$ cat src/rtl/top_design.sv
// rtl/top_design.sv - four-digit multiplexed seven-segment hex display driver
// A free-running counter scans the digits; anode and segment outputs are registered together.
module top_design #(
    parameter int CNT_WIDTH = 12
) (
    input  logic        i_clk,
    input  logic        i_rst,
    input  logic [15:0] data_in,
    output logic [3:0]  an_seg,
    output logic [6:0]  Sseg_out
);

    logic [CNT_WIDTH-1:0] cnt_q;
    logic [CNT_WIDTH-1:0] cnt_d;
    logic [3:0]           an_q;
    logic [3:0]           an_d;
    logic [6:0]           sseg_q;
    logic [6:0]           sseg_d;
    logic [1:0]           sel;
    logic [3:0]           nibble;

    always_comb begin
        sel    = cnt_q[CNT_WIDTH-1 -: 2];
        cnt_d  = cnt_q + {{(CNT_WIDTH-1){1'b0}}, 1'b1};
        an_d   = 4'b1111;
        nibble = data_in[3:0];
        case (sel)
            2'd0: begin an_d = 4'b1110; nibble = data_in[3:0];   end
            2'd1: begin an_d = 4'b1101; nibble = data_in[7:4];   end
            2'd2: begin an_d = 4'b1011; nibble = data_in[11:8];  end
            default: begin an_d = 4'b0111; nibble = data_in[15:12]; end
        endcase
    end

    // Active-low segments, bit order {g,f,e,d,c,b,a}
    always_comb begin
        sseg_d = 7'b1111111;
        case (nibble)
            4'h0: sseg_d = 7'b1000000;
            4'h1: sseg_d = 7'b1111001;
            4'h2: sseg_d = 7'b0100100;
            4'h3: sseg_d = 7'b0110000;
            4'h4: sseg_d = 7'b0011001;
            4'h5: sseg_d = 7'b0010010;
            4'h6: sseg_d = 7'b0000010;
            4'h7: sseg_d = 7'b1111000;
            4'h8: sseg_d = 7'b0000000;
            4'h9: sseg_d = 7'b0010000;
            4'hA: sseg_d = 7'b0001000;
            4'hB: sseg_d = 7'b0000011;
            4'hC: sseg_d = 7'b1000110;
            4'hD: sseg_d = 7'b0100001;
            4'hE: sseg_d = 7'b0000110;
            default: sseg_d = 7'b0001110;
        endcase
    end

    always_ff @(posedge i_clk) begin
        if (i_rst) begin
            cnt_q  <= '0;
            an_q   <= 4'b1111;
            sseg_q <= 7'b1111111;
        end else begin
            cnt_q  <= cnt_d;
            an_q   <= an_d;
            sseg_q <= sseg_d;
        end
    end

    assign an_seg   = an_q;
    assign Sseg_out = sseg_q;

endmodule

$ cat config.mk
export PLATFORM = sky130hd
export DESIGN_NAME = top_design
export DESIGN_NICKNAME = d
export VERILOG_FILES = /design/src/rtl/top_design.sv
export SDC_FILE = /design/constraint.sdc
export NUM_CORES = 1
export LEC_CHECK = 0
export ABC_CLOCK_PERIOD_IN_PS = 1800
export BUFFER_PORTS_ARGS = -buffer_cell sky130_fd_sc_hd__buf_2
export CELL_PAD_IN_SITES_DETAIL_PLACEMENT = 0
export CELL_PAD_IN_SITES_GLOBAL_PLACEMENT = 2
export CORE_MARGIN = 5
export CORE_UTILIZATION = 27
export DETAILED_ROUTE_END_ITERATION = 16
export PLACE_DENSITY_LB_ADDON = 0.25
export SLEW_MARGIN = 40
export SYNTH_ARGS = -nofsm -noshare
export SYNTH_HDL_FRONTEND = slang
export SYNTH_SLANG_ARGS = --single-unit
export TNS_END_PERCENT = 20
$ cat constraint.sdc
create_clock -name i_clk -period 1.8 [get_ports i_clk]
set_input_delay 0.36 -clock i_clk [delete_from_list [all_inputs] [get_ports i_clk]]
set_output_delay 0.36 -clock i_clk [all_outputs]
set_load 0.005 [all_outputs]
* Word-level counts from Yosys, hierarchy flattened
Memory sizes are Yosys's and may differ from the RTL's. A register that Yosys moved wholly into a read port is not among the register bits. Index checks and enable logic that the tools add are counted. W data, S select, Z words.
Word-level totals: register bits 16, memory bits (read-only) 112, input bits 18, output and inout port bits 11, logic and storage cells 9, memories kept 1
Operators by class: add/subtract/negate cells 1, eq/ne operators 2, multiplexer cells 2, reductions and logical operators 1
Memories:
- (name not given) | depth 16, bits a word 7, read ports 1, clocked after memory_dff 1, wr ports 0, RTL line 38 | case (nibble)
Operators with widths (count):
- $pmux W4 S3 | 2
- $add A12 B1 Y12 const B | 1
- $eq A2 B1 Y1 const B | 1
- $eq A2 B2 Y1 const B | 1
- $logic_not A2 Y1 | 1

* Logic depth before layout (Yosys ltp)
depth after elaboration 2, gate-level depth with buffers 7, depth with buffers taken out 6

* Worst setup path before layout
Ideal clock, no wire load.
path kind register to register, start register cnt_q[10], end register sseg_q[3], in the netlist Sseg_out[3], library setup time 0.117 ns, arrival 1.848 ns, required time 1.683 ns, setup slack -0.165 ns, cell stages (with the launch flop) 8, path buffers 1, period minus slack after synthesis 1.965 ns, cells stage by stage dfxtp_1 > buf_6 > mux4_2 > inv_1 > ha_1 > inv_1 > mux4_2 > nand2b_1
Between the ends: longest elaborated chain between the ends 2, elaborated cells between the ends (all ways) 4, those cells by class eq/ne: 2; mux: 1; reduce/logical: 1
RTL lines:
- start, declared | RTL line 13 | logic [CNT_WIDTH-1:0] cnt_q;
- start signal, assigned | RTL line 64 | cnt_q <= cnt_d;
- $eq A2 B2 Y1, or another cell as far along | RTL line 27 | case (sel)
- $pmux W4 S3 (*) | RTL line 27
- end, declared | RTL line 17 | logic [6:0] sseg_q;
Every way passes the cells marked *; elsewhere a longest branch is shown, timed or not. A chain may end at the register's enable or synchronous reset.

* Worst setup path after layout
Same ends and word-level chain as after synthesis.

==> summary.md <==
| Metric | Value |
|---|---|
| Critical path arrival | about 2100 ps |
| Violated checks | negative setup slack |
| Max_cap viols | 0 |
| Hold depth | 2 |
| Drt drc | 0 |
| Vias per inst | 4.647 |
| Initial core utilization | about 28% |
| Hold Path Origin | i_rst |
| Endpoints failing hold | 0 |
| Final ANT Viol Nets | 0 |
| Initial DRT Pass Iterations | 4 |
| Core area | 3971 um2 |
| Overall Power | 995.6 uW |
| Die area | 5471 um2 |
| Diode count | 0 |
| Post-synthesis sequential area ratio | 41.68% |
| TritonCTS Buffers | 3 |
| Worst reg2reg endpoint | Sseg_out[3]$_SDFF_PP1_ |
| Crit. End Element | flip-flop |
| FILL cells | 419 |
| Worst slew margin | 76.63% |
| R2R Setup Slk | -110 ps |
| Required @ worst endpoint | 1960 ps |
| Post-synth top area cell | dfxtp_1 |
| Share of the synthesized area in the top cell type | about two fifths |
| Fin util | 35.92% |
| CTS tree | built |
| Sink Count | 23 |
| Critical path startpoint category | flip-flop |
| Syn_nets | 140 |
| Post-synth ARST share | 0% |
| DRC marker count from the first detailed-route iteration | 40 |
| # IOs | 29 |
| Most common cell in the netlist | dfxtp_1 |
| Fmax | 524.0 MHz |
| Fraction of layout cells with a size suffix above 1 | 36.36% |
| First-pass GRT wire length | 4443 um |
| EDFF count, synth | 0 |
| Final WS setup | -108.3 ps |
| Ys flop type | dfxtp_1 |
| Total track usage | around a tenth |
| Register bit count reported by yosys | 23 |
| Status | finished, violations left |
| Area growth from synthesis to layout | 29.11% |
| Tcrit/Tclk final | 106.0% |
| Hold Path End | cnt_q[0]$_SDFF_PP0_ |
| Grt ovf | 0 |
| Reg clk slew, reported paths | 90 ps |
| Worst Path Max Fanout | 6 |
| Cells after synthesis | around 120 |
| Vias in the first global route | 982 |
| Final Wtd Congestion | 0.7291 |
| Mean Syn Cell Area | between 9 and 10 um2 |
| Netlist cell types | 29 |
| Clk_lat worst skew | about 270 ps |
| Most frequent cells after synthesis | 23 x dfxtp_1, 15 x nor2_1 |
| Per-cell routed wire length | 12.84 um |
| Fin crit period | 1908 ps |
| Worst Hold Class | input pin to flip-flop |
| Routed wl met2 | 1179 um |
| H-tree depth | 1 |
| Initial antenna violation count | 0 |
| Post-Syn Area | 1105 um2 |
| Cts hold-fix bufs | 0 |
| Port-buffer cells | 28 |
| Die Y-Extent | 73.97 um |
| Die W | approximately 74 um |
| RSZ-0062 raised after global routing | yes |
| Worst vdd ir | 0.2136 mV |
| Via count | 948 |
| Clock Path Buffers | 2 |
| Hold_ws | between 400 and 500 ps |
| Tightest Pin Transition | 347.4 ps |
| Ys Warns | 0 |
| Largest cells by area after synthesis | dfxtp_1 42%, mux4_2 10%, ha_1 7.9%, xnor2_1 5.5%, nor2_1 5.1% |
| Clk_skew | 4.507 ps |
| HPWL after DPL | 2025 um |
| Pins Over Slew Limit | 0 |
| Largest net degree at the start of global routing | 19 |
| Final wirelength | 2620 um |
| Clk root buf | clkbuf_8 |
| CP Launch Point | cnt_q[10]$_SDFF_PP0_ |
| Register-to-Register Path Depth | 6 |
| Met3 wire len | between 150 and 200 um |
| Row cnt | 23 |
| PwrDens | 698.0 nW/um2 |
| Uppermost routed layer | met4 |
| Placed Cells | 198 |
| Fin Setup TNS | -120.5 ps |
| Number of setup violations in the final report | 2 |
| Lkg Pwr | 0.0005825 uW |
| Layout Nets | 180 |
| Reg2reg start | cnt_q[10]$_SDFF_PP0_ |
| Final std cells w/o fill | 204 |
| WS Path Type | flip-flop to flip-flop |
| Wl on met1 | 1244 um |
[what timing repair did]
item,in CTS,in global routing
setup buffers,2,0
pin swaps,1,0
cloned,0,0
gates resized for setup,2,0
endpoints found under the setup margin,3,6
[worst max-delay path: stages (launching register included)]
cell and delay (ps):
dfxtp_4 390, mux4_2 590, inv_2 90, ha_1 120, inv_1 40, mux4_2 430
nand2b_1 140
[worst max path at each step]
stage	depth (start not counted)	slack, ps	to
6_report	6	-110	Sseg_out[3]$_SDFF_PP1_
5_1_grt	6	-200	Sseg_out[3]$_SDFF_PP1_
4_1_cts	6	-110	Sseg_out[3]$_SDFF_PP1_
3_5_place_dp	5	-160	Sseg_out[3]$_SDFF_PP1_
3_3_place_gp	5	-130	Sseg_out[3]$_SDFF_PP1_
2_1_floorplan	7	-140	Sseg_out[3]$_SDFF_PP1_
[sequential cells by signal, indices dropped and copies added (netlist names)]
| signal | count |
|---|---|
| cnt_q | 12 |
| Sseg_out | 7 |
| an_seg | 4 |
[layout by cell type, fill, tap and decap left out, types with 2 or more instances in the layout]
cell / count
a21oi_1: 4
a31oi_1: 2
buf_2: 28
buf_4: 13
clkbuf_8: 3
dfxtp_1: 22
ha_1: 5
ha_2: 2
inv_1: 5
inv_2: 2
mux4_2: 5
nand2_1: 7
nand2b_1: 3
nand3_1: 5
nand4_1: 3
nor2_1: 15
nor4_1: 3
o21ai_0: 4
o221ai_1: 2
xnor2_1: 7
xor2_1: 2
[power breakdown]
| group | switching, uW | leakage, uW | total [uW] | internal (uW) |
|---|---|---|---|---|
| combinational | 60.0 | 0.000367 | 130 | 70.1 |
| sequential | 7.74 | 0.000190 | 535 | 527 |
| clock | 176 | 0.0000255 | 331 | 155 |
| total | 244 | 0.000582 | 996 | 752 |
[kinds of logic after synthesis]
family                     synth area share (%)
xor gates and xnor gates                  7.135
and+or+nand+nor                           18.12
AOI/OAI and AO/OA                         7.589
DFF                                       41.68
buffers and inverters                     5.436
adders and majority gates                 7.927
muxes                                     12.12
[layout make-up]
cell class              instances  area, um2  area share, %
inverters                       7      26.28          1.842
flip-flops and latches         23      464.2          32.54
well taps                      50      62.56          4.386
clock buffers                   3      41.29          2.895
repair buffers                 41      237.7          16.67
multi-input cells              79      589.3          41.32
clock inverters                 1      5.005         0.3509
[per-layer routing]
layer,up-vias,global-route usage [%]
li1,474,-
met1,446,13.88
met2,26,17.03
met3,2,2.568
met4,0,3.421
met5,-,0
[per-stage QoR]
stage	setup slack, ps	area, um2
floorplan	-136.3	1109
global placement	-132.4	1360
detailed placement	-163.7	1360
CTS	-113.6	1426
global route	-198.3	1426
finish	-108.3	1426
Power figures use the tool's default switching activity.
